<file path="config.mk">
export PLATFORM = sky130hd
export DESIGN_NAME = seg_scan_ctrl_flat
export DESIGN_NICKNAME = d
export VERILOG_FILES = /design/src/rtl/seg_scan_if.sv /design/src/rtl/seg_scan_ctrl.sv /design/src/flat_wrapper.sv
export SDC_FILE = /design/constraint.sdc
export NUM_CORES = 1
export LEC_CHECK = 0
export CORE_MARGIN = 3
export CORE_UTILIZATION = 25
export CTS_BUF_LIST = sky130_fd_sc_hd__clkbuf_16
export CTS_CLUSTER_DIAMETER = 80
export DETAILED_ROUTE_END_ITERATION = 10
export PLACE_DENSITY_LB_ADDON = 0.1
export SYNTH_ARGS = -nofsm -noshare
export SYNTH_HDL_FRONTEND = slang
export SYNTH_SLANG_ARGS = --single-unit
</file>
<file path="constraint.sdc">
create_clock -name clk -period 3.74 [get_ports clk]
set_input_delay 0.748 -clock clk [delete_from_list [all_inputs] [get_ports clk]]
set_output_delay 0.748 -clock clk [all_outputs]
set_load 0.01 [all_outputs]
</file>
<file path="src/rtl/seg_scan_if.sv">
// Bundle of the processor-side load inputs and the decoder/anode-side outputs
// of the seven-segment scan controller. The master side is the value source and
// display observer; the slave side is the scan controller itself.
interface seg_scan_if #(
    parameter int NDIG = 4
);
    // Processor side: value to show, its sign, load strobe and blanking mode.
    logic [4*NDIG-1:0] value;
    logic              neg;
    logic              load;
    logic              blank_lz;

    // Display side: decoder inputs, active-low anodes and status pulses.
    logic [3:0]        seg_bcd;
    logic              seg_neg;
    logic [NDIG:0]     an;
    logic              frame_sync;
    logic              upd_ack;

    // Handshake: load is a single-cycle strobe with no back-pressure. Every
    // cycle it is high, value/neg are captured (last one before a frame end
    // wins). upd_ack pulses for exactly one cycle after the displayed copy
    // changes, which always happens right after a frame_sync cycle.
    modport master (
        output value, neg, load, blank_lz,
        input  seg_bcd, seg_neg, an, frame_sync, upd_ack
    );

    modport slave (
        input  value, neg, load, blank_lz,
        output seg_bcd, seg_neg, an, frame_sync, upd_ack
    );
endinterface

</file>
<file path="src/rtl/seg_scan_ctrl.sv">
// Time-multiplexed scan controller for NDIG hex digits plus a sign position,
// sharing one hex-to-seven-segment decoder and a common-anode digit bank.
// The displayed value lives in a shadow register that only changes at frame
// boundaries, so a frame never mixes digits of two different values.
module seg_scan_ctrl #(
    parameter int NDIG     = 4,
    parameter int TICK_DIV = 50000,
    parameter int GAP      = 500
) (
    input  logic       clk,
    input  logic       reset,
    seg_scan_if.slave  bus
);

    localparam int CNT_W = (TICK_DIV > 1) ? $clog2(TICK_DIV) : 1;
    localparam int IDX_W = $clog2(NDIG + 1);

    localparam logic [CNT_W-1:0] CNT_LAST = CNT_W'(TICK_DIV - 1);
    localparam logic [CNT_W-1:0] GAP_END  = CNT_W'(GAP);
    localparam logic [IDX_W-1:0] IDX_SIGN = IDX_W'(NDIG);

    // Slot position within the frame.
    logic [CNT_W-1:0]  cnt;
    logic [IDX_W-1:0]  idx;

    // Cleared by reset so the anodes stay dark until scanning has restarted.
    logic              active;

    // Displayed copy of the value and the pending (loaded, not yet shown) copy.
    logic [4*NDIG-1:0] shadow_val;
    logic              shadow_neg;
    logic [4*NDIG-1:0] pend_val;
    logic              pend_neg;
    logic              pend;

    logic              upd_ack_q;
    logic              blank_lz_q;

    logic              slot_end;
    logic              frame_end;
    logic [NDIG:0]     blank;
    logic [3:0]        digit_nib;
    logic [NDIG:0]     an_c;

    assign slot_end  = (cnt >= CNT_LAST);
    assign frame_end = (idx == IDX_SIGN) && (cnt == CNT_LAST);

    // Slot counter and digit index; an out-of-range index falls back to slot 0.
    always_ff @(posedge clk) begin
        if (reset) begin
            cnt <= '0;
            idx <= '0;
        end else if (idx > IDX_SIGN) begin
            cnt <= '0;
            idx <= '0;
        end else if (slot_end) begin
            cnt <= '0;
            idx <= (idx == IDX_SIGN) ? '0 : idx + 1'b1;
        end else begin
            cnt <= cnt + 1'b1;
        end
    end

    // Scan-enable flag: low for the first cycle after reset so anodes stay off.
    always_ff @(posedge clk) begin
        if (reset) begin
            active <= 1'b0;
        end else begin
            active <= 1'b1;
        end
    end

    // Blanking mode register, so no input reaches the outputs combinationally.
    always_ff @(posedge clk) begin
        if (reset) begin
            blank_lz_q <= 1'b0;
        end else begin
            blank_lz_q <= bus.blank_lz;
        end
    end

    // Load capture and frame-aligned shadow update; a load on the frame-end
    // cycle bypasses the pending register and wins over an older pending value.
    always_ff @(posedge clk) begin
        if (reset) begin
            pend_val   <= '0;
            pend_neg   <= 1'b0;
            pend       <= 1'b0;
            shadow_val <= '0;
            shadow_neg <= 1'b0;
            upd_ack_q  <= 1'b0;
        end else if (frame_end) begin
            if (bus.load) begin
                shadow_val <= bus.value;
                shadow_neg <= bus.neg;
                upd_ack_q  <= 1'b1;
            end else if (pend) begin
                shadow_val <= pend_val;
                shadow_neg <= pend_neg;
                upd_ack_q  <= 1'b1;
            end else begin
                upd_ack_q  <= 1'b0;
            end
            pend <= 1'b0;
        end else begin
            upd_ack_q <= 1'b0;
            if (bus.load) begin
                pend_val <= bus.value;
                pend_neg <= bus.neg;
                pend     <= 1'b1;
            end
        end
    end

    // Blank mask: sign blanked when positive; with leading-zero blanking, a
    // digit is blanked when it and every more significant digit are zero.
    always_comb begin
        logic zero_above;
        blank      = '0;
        zero_above = 1'b1;
        for (int i = NDIG - 1; i >= 1; i--) begin
            zero_above = zero_above && (shadow_val[4*i +: 4] == 4'h0);
            blank[i]   = blank_lz_q && zero_above;
        end
        blank[NDIG] = !shadow_neg;
    end

    // Nibble of the shadow value selected by the current digit slot.
    always_comb begin
        digit_nib = 4'h0;
        for (int i = 0; i < NDIG; i++) begin
            if (idx == IDX_W'(i)) begin
                digit_nib = shadow_val[4*i +: 4];
            end
        end
    end

    // Active-low anode drive: dark during the gap and for blanked positions.
    always_comb begin
        an_c = '1;
        if (active && (cnt >= GAP_END)) begin
            for (int i = 0; i <= NDIG; i++) begin
                if ((idx == IDX_W'(i)) && !blank[i]) begin
                    an_c[i] = 1'b0;
                end
            end
        end
    end

    assign bus.an         = an_c;
    assign bus.seg_bcd    = (idx < IDX_SIGN) ? digit_nib : 4'h0;
    assign bus.seg_neg    = (idx == IDX_SIGN) && shadow_neg;
    assign bus.frame_sync = frame_end;
    assign bus.upd_ack    = upd_ack_q;

endmodule

</file>
<file path="src/flat_wrapper.sv">
// flat-port wrapper written by rule: the top's interface ports become plain ports
module seg_scan_ctrl_flat 
#(
    parameter int NDIG     = 4,
    parameter int TICK_DIV = 50000,
    parameter int GAP      = 500
)
  (clk, reset, bus_value, bus_neg, bus_load, bus_blank_lz, bus_seg_bcd, bus_seg_neg, bus_an, bus_frame_sync, bus_upd_ack);
  seg_scan_if #(.NDIG(NDIG)) bus_i ();
  input  logic clk;
  input  logic reset;
  input wire logic [$bits(bus_i.value)-1:0] bus_value;
  input wire logic [$bits(bus_i.neg)-1:0] bus_neg;
  input wire logic [$bits(bus_i.load)-1:0] bus_load;
  input wire logic [$bits(bus_i.blank_lz)-1:0] bus_blank_lz;
  output wire logic [$bits(bus_i.seg_bcd)-1:0] bus_seg_bcd;
  output wire logic [$bits(bus_i.seg_neg)-1:0] bus_seg_neg;
  output wire logic [$bits(bus_i.an)-1:0] bus_an;
  output wire logic [$bits(bus_i.frame_sync)-1:0] bus_frame_sync;
  output wire logic [$bits(bus_i.upd_ack)-1:0] bus_upd_ack;
  assign bus_i.value = bus_value;
  assign bus_i.neg = bus_neg;
  assign bus_i.load = bus_load;
  assign bus_i.blank_lz = bus_blank_lz;
  assign bus_seg_bcd = bus_i.seg_bcd;
  assign bus_seg_neg = bus_i.seg_neg;
  assign bus_an = bus_i.an;
  assign bus_frame_sync = bus_i.frame_sync;
  assign bus_upd_ack = bus_i.upd_ack;
  seg_scan_ctrl #(.NDIG(NDIG), .TICK_DIV(TICK_DIV), .GAP(GAP)) u_core (.clk(clk), .reset(reset), .bus(bus_i));
endmodule
</file>
==> summary.txt <==
Status - finished clean
Final WS setup - 0.515 ns
Routed WL per cell - 17.3 um
CTS root buffer - clkbuf_16
Initial Util - 25.8%
Post-synth top area share - 35.0%
Die Ht - 120 um
Startpoint Class - flip-flop
Critical Path, Cell by Cell - clkinv_1 > ha_1 > or2_2 > o21ai_0 > clkdlybuf4s50_1
Dpl ws - 0.880 ns
CP Capture Type - output port
Placed cell areas - 3720 sq um
RSZ-0062 raised after global routing - false
Synth top cells by count - 57 x dfxtp_1, 27 x nand2_1, 22 x nor2_1, 21 x nand3b_1, 19 x clkbuf_1
Final core occ - 31.6%
#FFs+latches synth - 57
Mean Syn Cell Area - 8.84 sq um
Reg2Reg Depth - 6
H-tree depth - 3
Clk sinks - 57
Syn Nets - 397
Reg-to-reg endpoint - u_core.shadow_val[13]
Final Hold Violating Endpoints - 0
P&R area growth vs syn - 22.7%
Setup TNS - 0 ns
Fin Clk Skew - 0.00850 ns
Vias per cell - 5.28
Count leader, synth - dfxtp_1
Hold EP - u_core.cnt[0]
Hold Path Class - reg -> reg
Reg-to-reg critical path startpoint - u_core.idx[0]
XOR/XNOR share of the synthesized area - 3.22%
Post-CTS setup buffers - 0
Worst-margin pin slew - 0.818 ns
Post-Synth Adder-Cell Area - 2.68%
Synth Flop Type - dfxtp_1
Final Wtd Congestion - 0.714
Sequential area share after synthesis - 35.0%
Maximum capacitance violations - 0
Ports - 33
CP max stage delay - 0.58 ns
Largest family of logic cells by synthesized area - compound AO/OA/AOI/OAI gates
TritonCTS Buffers - 9
Clock Pin Slew Worst Setup and Hold Paths - 0.05 ns
Post-Synth Simple-Gate Area - 24.0%
Rows - 41
IO Port Bufs - 32
Initial antenna violation count - 0
# setup viols final - 0
Area contributors post-synth - dfxtp_1 35%, nand3b_1 4.8%, a2111oi_2 4.6%
Max clock buf depth - 2
Pwr/cell area - 391 nW/um^2
# diodes - 0
Later-pin clock latency in the skew report - 0.34 ns
HPWL Detailed - 6350 um
Total grt overflow - 0
Share of flip-flops with an asynchronous set or reset - 0%
Drt total wl - 9750 um
Synth Area in Compound Gates - 29.2%
DRC - 0
Minimum clock period - 3.23 ns
Vias in the first global route - 2935
Worst Setup SP - u_core.idx[2]
Fin crit share - 86.2%
Hold path depth - 1
Max Fclk - 310 MHz
Die footprint - 14500 sq um
Post-synth EDFFs - 0
Via Count - 2981
Pin count of the biggest net entering global routing - 53
CP Class - reg -> out
Area leader, netlist - dfxtp_1
Layout cell share with drive strength beyond 1 - 11.7%
Die X - 120 um
Cell Area, Synth - 3260 sq um
R2R setup slack - 1.13 ns
VDD IR max - 0.000172 V
Slew headroom - 44.1%
First-pass GRT wire length - 16000 um
Max FO, Critical Path - 8
Initial detailed-routing violation count - 313
Mux cell area share after synthesis - 0%
NumNets Final - 416
Initial DRT Pass Iterations - 5
Leakage - 0.00128 uW
Data required, critical path - 2.99 ns
Post_cts resized - 0
Core area - 12700 sq um
# hold bufs at CTS - 0
Final instance area - 4010 sq um
Slowest CP cell - clkdlybuf4s50_1
Syn Inst Count - 369
Ys Warns - 0
Data arrival, critical path - 2.48 ns
Max Transition Viols Final - 0
Hold WS - 0.489 ns
Hold_sp - u_core.cnt[0]
Antenna Violating Nets Remaining - 0
GR Util All Layers - 14.3%
Yosys cell types - 45
CTS tree - built
## per-layer routing
metal  track usage, %  vias up  share of wire [%]
met4             5.45        0                1.9
met1             20.5     1413                 51
li1                 -     1454                  -
met3             5.19       13                7.4
met2             19.2      101                 40
met5                0        -                  0
## flip-flops by register name, indices dropped and copies added, names as in the netlist, 3 cells and up
signal,count
u_core.shadow_val,16
u_core.pend_val,16
u_core.cnt,16
u_core.idx,3
## report_power, final
part | internal [uW] | total, uW | leakage, uW | switching [uW]
Sequential | 630 | 643 | 0.000466 | 12.6
Combinational | 51.4 | 113 | 0.000668 | 62.0
Clock | 509 | 812 | 0.000148 | 303
## cells by family (layout without fill, tap and decap cells)
kind of cell    count (synthesis)  after routing
compound gates                111            111
xor+xnor                       12             12
fa+ha+maj                       7              7
buf+inv                        44             68
flops                          57             57
simple gates                  138            138
## placed cells by master (no fill, tap or decap), types with 2 or more instances in the layout
master           netlist  final
a2111oi_0              5      5
a2111oi_2             10     10
a2111oi_4              2      2
a21oi_1               11     11
a31o_1                17     17
a31oi_1               17     17
a41oi_1               17     17
and3_1                 6      6
buf_4                  0     10
clkbuf_16              0      9
clkdlybuf4s50_1        0     31
clkinv_2               0      2
dfxtp_1               57     57
ha_1                   7      7
inv_1                  9     11
nand2_1               27     27
nand2b_1              17     17
nand3_1               15     15
nand3_2                2      2
nand3b_1              21     21
nand4_1                5      5
nor2_1                22     21
nor3_1                 6      6
nor4_1                 5      5
o211ai_1               2      2
o21ai_0                8      8
o221ai_1              17     17
or2_2                  2      2
or4_1                  2      2
xnor2_1               10     10
xor2_1                 2      2
## critical path, delay by kind of cell, from the launching register on
kind                       cells  cell delay, ns
adders and majority gates      1            0.33
AOI/OAI and AO/OA              1            0.24
and+or+nand+nor                1            0.32
DFF                            1            0.42
buffers and inverters          2            0.83
## per-stage QoR
step           std cells  total power [uW]
2_1_floorplan        369               725
3_3_place_gp         549               769
3_5_place_dp         549               769
4_1_cts              565              1590
5_1_grt              565              1630
6_report             565              1570
## worst max path at each step
stage,to,slack (ns),depth (start not counted)
after floorplan,bus_seg_bcd[0],1.57,4
after CTS,bus_seg_bcd[0],0.50,5
after global placement,bus_seg_bcd[0],0.85,5
after detailed placement,bus_seg_bcd[0],0.88,5
final,bus_seg_bcd[0],0.51,5
after global routing,bus_an[1],0.37,5
## area by class of cell
| cell class | count | area [sq um] |
|---|---|---|
| clock buffers | 9 | 225 |
| inverters | 10 | 37.5 |
| multi-input cells | 268 | 1930 |
| well taps | 172 | 215 |
| fillers | 1343 | 8670 |
| clock inverters | 7 | 63.8 |
| repair buffers | 42 | 390 |
| flip-flops and latches | 57 | 1140 |
Note: power is estimated with default switching activity, not from simulation.
